`config.mk`:
```
export PLATFORM = sky130hd
export DESIGN_NAME = ctrl_seq
export DESIGN_NICKNAME = d
export VERILOG_FILES = /design/src/rtl/ctrl_seq.sv
export SDC_FILE = /design/constraint.sdc
export NUM_CORES = 1
export LEC_CHECK = 0
export BUFFER_PORTS_ARGS = -buffer_cell sky130_fd_sc_hd__buf_2
export CORE_MARGIN = 5
export CORE_UTILIZATION = 40
export DETAILED_ROUTE_END_ITERATION = 6
export HOLD_SLACK_MARGIN = 0.02
export PLACE_DENSITY = 0.8
export SYNTH_ARGS = -nofsm -noshare
export SYNTH_HDL_FRONTEND = slang
export SYNTH_SLANG_ARGS = --single-unit
```
`constraint.sdc`:
```
create_clock -name CLK -period 2.7 [get_ports CLK]
set_input_delay 0.81 -clock CLK [delete_from_list [all_inputs] [get_ports CLK]]
set_output_delay 0.81 -clock CLK [all_outputs]
set_load 0.005 [all_outputs]
```
`src/rtl/ctrl_seq.sv`:
```
// SAP-1 controller-sequencer: six-state one-hot ring counter (T1..T6) plus the
// control matrix that decodes OPCODE into the per-state control word.
module ctrl_seq (
    input  logic       CLK,
    input  logic       CLR,
    input  logic [3:0] OPCODE,
    output logic [5:0] T,
    output logic       CP,
    output logic       EP,
    output logic       LM,
    output logic       CE,
    output logic       LI,
    output logic       EI,
    output logic       LA,
    output logic       EA,
    output logic       SU,
    output logic       EU,
    output logic       LB,
    output logic       LO,
    output logic       HALT
);

    typedef enum logic [5:0] {
        StT1 = 6'b000001,
        StT2 = 6'b000010,
        StT3 = 6'b000100,
        StT4 = 6'b001000,
        StT5 = 6'b010000,
        StT6 = 6'b100000
    } state_e;

    localparam logic [3:0] OpLda = 4'b0000;
    localparam logic [3:0] OpAdd = 4'b0001;
    localparam logic [3:0] OpSub = 4'b0010;
    localparam logic [3:0] OpOut = 4'b1110;
    localparam logic [3:0] OpHlt = 4'b1111;

    state_e state_q, state_d;
    logic   halt_q, halt_d;

    always_ff @(posedge CLK) begin
        if (CLR) begin
            state_q <= StT1;
            halt_q  <= 1'b0;
        end else begin
            state_q <= state_d;
            halt_q  <= halt_d;
        end
    end

    always_comb begin
        state_d = state_q;
        halt_d  = halt_q;
        if (!halt_q) begin
            unique case (state_q)
                StT1:    state_d = StT2;
                StT2:    state_d = StT3;
                StT3:    state_d = StT4;
                StT4: begin
                    // HLT freezes the ring at T4 rather than advancing
                    if (OPCODE == OpHlt) begin
                        halt_d = 1'b1;
                    end else begin
                        state_d = StT5;
                    end
                end
                StT5:    state_d = StT6;
                StT6:    state_d = StT1;
                default: state_d = StT1;
            endcase
        end
    end

    always_comb begin
        CP = 1'b0;
        EP = 1'b0;
        LM = 1'b0;
        CE = 1'b0;
        LI = 1'b0;
        EI = 1'b0;
        LA = 1'b0;
        EA = 1'b0;
        SU = 1'b0;
        EU = 1'b0;
        LB = 1'b0;
        LO = 1'b0;
        // No bus drive while reset is held or the machine is halted
        if (!CLR && !halt_q) begin
            unique case (state_q)
                StT1: begin
                    EP = 1'b1;
                    LM = 1'b1;
                end
                StT2: CP = 1'b1;
                StT3: begin
                    CE = 1'b1;
                    LI = 1'b1;
                end
                StT4: begin
                    if (OPCODE == OpLda || OPCODE == OpAdd || OPCODE == OpSub) begin
                        EI = 1'b1;
                        LM = 1'b1;
                    end else if (OPCODE == OpOut) begin
                        EA = 1'b1;
                        LO = 1'b1;
                    end
                end
                StT5: begin
                    if (OPCODE == OpLda) begin
                        CE = 1'b1;
                        LA = 1'b1;
                    end else if (OPCODE == OpAdd || OPCODE == OpSub) begin
                        CE = 1'b1;
                        LB = 1'b1;
                    end
                end
                StT6: begin
                    if (OPCODE == OpAdd || OPCODE == OpSub) begin
                        LA = 1'b1;
                        EU = 1'b1;
                        SU = (OPCODE == OpSub);
                    end
                end
                default: ;
            endcase
        end
    end

    assign T    = state_q;
    assign HALT = halt_q;

endmodule
```
After elaboration in Yosys (flattened, before gate mapping)
Cells that the tools add are included.
{"block": "totals", "inputBits": 6, "reg_bits": 7, "word_cells": 57, "out_inout_bits": 19}
{"block": "op_classes", "bitwise": 1, "muxes": 35, "reduce_logical": 8, "eq_ne": 11}
{"op": "$mux 1", "count": 30}
{"op": "$pmux 6 s5", "count": 1}
{"op": "$eq 4x4->1 const B", "count": 2}
{"op": "$eq 6x1->1 const B", "count": 1}
{"op": "$eq 6x2->1 const B", "count": 1}
{"op": "$eq 6x3->1 const B", "count": 1}
{"op": "$eq 6x4->1 const B", "count": 1}
{"op": "$eq 6x5->1 const B", "count": 1}
{"op": "$eq 6x6->1 const B", "count": 1}
{"op": "$mux 6", "count": 1}
{"op": "$pmux 1 s2", "count": 3}
{"op": "$eq 4x1->1 const B", "count": 1}
{"op": "$eq 4x2->1 const B", "count": 1}
{"op": "$logic_not 4->1", "count": 1}
{"op": "$logic_or 1x1->1", "count": 3}
{"op": "$logic_not 1->1", "count": 2}
{"op": "$ne 2x2->1 const B", "count": 1}
{"op": "$reduce_and 2->1", "count": 1}
{"op": "$logic_and 1x1->1", "count": 1}
{"op": "$not 1->1", "count": 1}

Depth between registers and ports, before layout
{"block": "depth", "depth_word": 6, "mapped_depth": 5, "depth_no_buf": 3}

Worst setup path before layout
Ideal clock, no wire load.
{"block": "synth_timing", "kind": "input to output", "start": "input CLR", "end": "output LO", "slack_ps": 319, "required_time_ps": 1890, "arrival_time_ps": 1571, "cell_stages": 5, "n_path_buf": 2, "cell_sequence": "buf_2 > nor2_1 > nand2_1 > nor3_1 > buf_4"}
{"block": "synth_via", "elab_chain_cells": 3}
{"element": "from (decl)", "line": "5", "rtl": "input logic CLR,"}
{"element": "$logic_not 1->1", "line": "88", "rtl": "if (!CLR && !halt_q) begin"}
{"element": "$logic_and 1x1->1", "line": "88"}
{"element": "$mux 1"}
{"element": "to (decl)", "line": "19", "rtl": "output logic LO,"}
No other way between the ends.

Final worst setup path
{"block": "layout_timing", "start": "input OPCODE[1]", "end": "output LO"}
{"block": "layout_via", "elab_chain_cells": 6, "elab_cells_between_ends": 10, "classes_between": "3 x eq/ne; 4 x mux; 3 x reduce/logical"}
{"element": "from (decl)", "line": "6", "rtl": "input logic [3:0] OPCODE,"}
{"element": "$eq 4x1->1 / $logic_not 4->1 (equally long branches)", "line": "100", "rtl": "if (OPCODE == OpLda || OPCODE == OpAdd || OPCODE == OpSub) begin"}
{"element": "$logic_or 1x1->1 (2 in series)", "line": "100"}
{"element": "$mux 1 *", "line": "100"}
{"element": "$mux 1 *", "line": "89", "rtl": "unique case (state_q)"}
{"element": "$mux 1 *", "line": "88"}
Every way passes the cells marked *; elsewhere a longest branch is shown, timed or not.

==> results.sh <==
export IMPL_status="complete, no violations"
export IMPL_crit_fanout=6
export IMPL_route_met2_wl_um=679
export IMPL_first_pass_iters=4
export IMPL_dr_wl_met3_um=61
export IMPL_slew_headroom_pct=72.4
export IMPL_grt_antenna_before_repair=0
export IMPL_post_synth_instance_area_um2=536
export IMPL_finalCritPeriodShare_pct=93.3
export IMPL_clkPwrFrac_pct=33.8
export IMPL_min_path_type="reg -> reg"
export IMPL_rsz0062_at_grt="no"
export IMPL_track_usage_pct=13.4
export IMPL_p_int_mw=0.197
export IMPL_yosysSeqAreaShare_pct=26.2
export IMPL_tightestPinTransition_ps=413
export IMPL_cts_clk_slew_worst_paths_ps=50
export IMPL_highest_layer="met3"
export IMPL_drcViolationCount=0
export IMPL_dp_hpwl_mm=1.09
export IMPL_cts_root_buf="clkbuf_4"
export IMPL_synth_edf_count=0
export IMPL_clk_latency_ps=250
export IMPL_h_tree_depth=1
export IMPL_cts_setup_buffers=0
export IMPL_first_global_vias=504
export IMPL_layout_setup_ws_ps=182
export IMPL_synth_avg_cell_area_um2=7.99
export IMPL_ant_nets=0
export IMPL_drive_gt1_share_pct=38.0
export IMPL_r2r_end="T[1]"
export IMPL_critPathCapture="LO"
export IMPL_grt_max_degree=11
export IMPL_drt_initial_drc_count=8
export IMPL_hold_viol=0
export IMPL_p_switching_mw=0.0855
export IMPL_worst_r2r_path_depth=3
export IMPL_wire_per_inst_um=12.7
export IMPL_skew_ps=7.06
export IMPL_cts_num_sinks=7
export IMPL_hold_buffers=0
export IMPL_r2r_start="T[4]"
export IMPL_required_ps=1890
export IMPL_finalSetupViolCount=0
export IMPL_holdWs_ps=569
export IMPL_max_cap_violations=0
export IMPL_fmax_mhz=397
export IMPL_numCtsBuffers=3
export IMPL_cts_tree="yes"
export IMPL_die_area_um2=2170
export IMPL_power_mw=0.283
export IMPL_finalSetupTns_ps=0
export IMPL_num_rows=13
export IMPL_start_kind="input pin"
export IMPL_r2r_slack_ps=1410
export IMPL_synth_seq_cells=7
export IMPL_ys_warn_count=0
export IMPL_ir_drop_mv=0.231
export IMPL_chipHeight_um=46.6
export IMPL_pre_cts_ws_ps=84.6
export IMPL_p_leak_nw=0.314
export IMPL_vias_per_cell=5.47
export IMPL_crit_arrival_ps=1710
export IMPL_vias=585
export IMPL_combPwrFrac_pct=22.6
export IMPL_seq_power_share_pct=43.6
export IMPL_globalplace_congestion=0.750
export IMPL_initial_core_util_pct=41.7
export IMPL_final_nets=99
export IMPL_grt_pass1_wl_mm=2.10
export IMPL_cp_startpoint="OPCODE[1]"
export IMPL_netSwitchingFraction_pct=30.2
export IMPL_syn2layout_area_growth_pct=28.7
export IMPL_criticalPathCategory="in -> out"
export IMPL_grt_ovfl_total=0
export IMPL_syn_num_nets=73
export IMPL_io_buffer_count=24
export IMPL_drv_slew=0
export IMPL_die_x_um=46.6
export IMPL_finalCriticalPeriod_ps=2520
export IMPL_wirelength_met1_um=620
export IMPL_powerDensity_nw_per_um2=410
export IMPL_async_reset_ff_share_pct=0
export IMPL_finalWirelength_mm=1.36
export IMPL_end_kind="output pin"
export IMPL_num_io_pins=25
export IMPL_num_antenna_cells=0
export IMPL_synthCells=67
export IMPL_clk_path_buf_depth=2
export IMPL_ys_types=30
export IMPL_fp_coreArea_um2=1280
export IMPL_yosys_most_used_dff="dfxtp_1"
export IMPL_final_util_pct=53.7
## worst max-delay path: stages
cell     delay (ps)
buf_2           130
nor2b_1         230
nand2_1         120
nor3_1          250
buf_2           170
## per-stage QoR
stage                     cell area [um2]  instances
after floorplan                       536         67
after global placement                657        103
after detailed placement              657        103
after CTS                             683        107
after global routing                  689        107
final                                 689        107
## cell usage in the layout (no fill, tap or decap), drive strengths merged, types with 2 or more instances in the layout
cell | synthesis | final
nor2b | 5 | 5
nor4 | 4 | 4
nand2 | 11 | 11
nor2 | 8 | 8
nand3 | 2 | 2
o31ai | 2 | 2
buf | 3 | 24
nor3 | 3 | 3
a21oi | 2 | 2
clkbuf | 0 | 4
inv | 3 | 3
nor4b | 2 | 2
dfxtp | 7 | 7
o21ai | 3 | 3
## sequential cells by signal, summed over array words and instances, names as in the netlist
| register | count |
|---|---|
| T | 6 |
| HALT | 1 |
## cells by family (layout without fill, tap and decap cells)
logic type | after synthesis | after routing | synth area share [%]
flops | 7 | 7 | 26.2
simple gates | 38 | 38 | 44.6
xor+xnor | 1 | 1 | 1.64
compound gates | 15 | 15 | 22.2
buf+inv | 6 | 31 | 5.37
## how the worst min path moves through the flow
stage                     from    to  slack (ps)  depth (start not counted)
after global routing      T[3]  T[3]         600                          2
after floorplan           T[5]  T[5]         530                          2
after detailed placement  T[5]  T[5]         560                          2
after global placement    T[5]  T[5]         540                          2
after CTS                 T[5]  T[5]         560                          2
final                     T[5]  T[5]         570                          2
## synth_stat cells (all sizes together), types with 2 or more instances
cell type	n	area [um2]
a21oi	2	13.8
buf	3	17.5
dfxtp	7	140
inv	3	11.3
nand2	11	41.3
nand3	2	10.0
nor2	8	30.0
nor2b	5	31.3
nor3	3	15.0
nor4	4	61.3
nor4b	2	23.8
o21ai	3	15.0
o31ai	2	25.0
## final cells by class
type	count	area, um2
tap	15	18.8
multi-input combinational	54	373
clock buffer	4	26.3
sequential	7	140
timing repair buffer	24	120
fill	121	596
inverter	3	11.3
## power groups by stage
stage	Combinational, mW	Sequential (mW)	Clock, mW
floorplan	0.0396	0.125	0
global placement	0.0626	0.125	0
detailed placement	0.0640	0.125	0
CTS	0.0642	0.123	0.0973
global route	0.0711	0.125	0.103
finish	0.0638	0.123	0.0955
## timing repair
action / 4_1_cts / 5_1_grt
hold endpoints to repair: 0 / 0
endpoints found under the setup margin: 0 / 4
gates resized for setup: 0 / 1
## per-layer routing
layer / global-route usage, % / vias to the layer above
met1: 16.9 / 278
met2: 22.3 / 13
met4: 4.55 / 0
met3: 2.73 / 0
li1: - / 294
met5: 0 / -
Power figures use the tool's default switching activity.
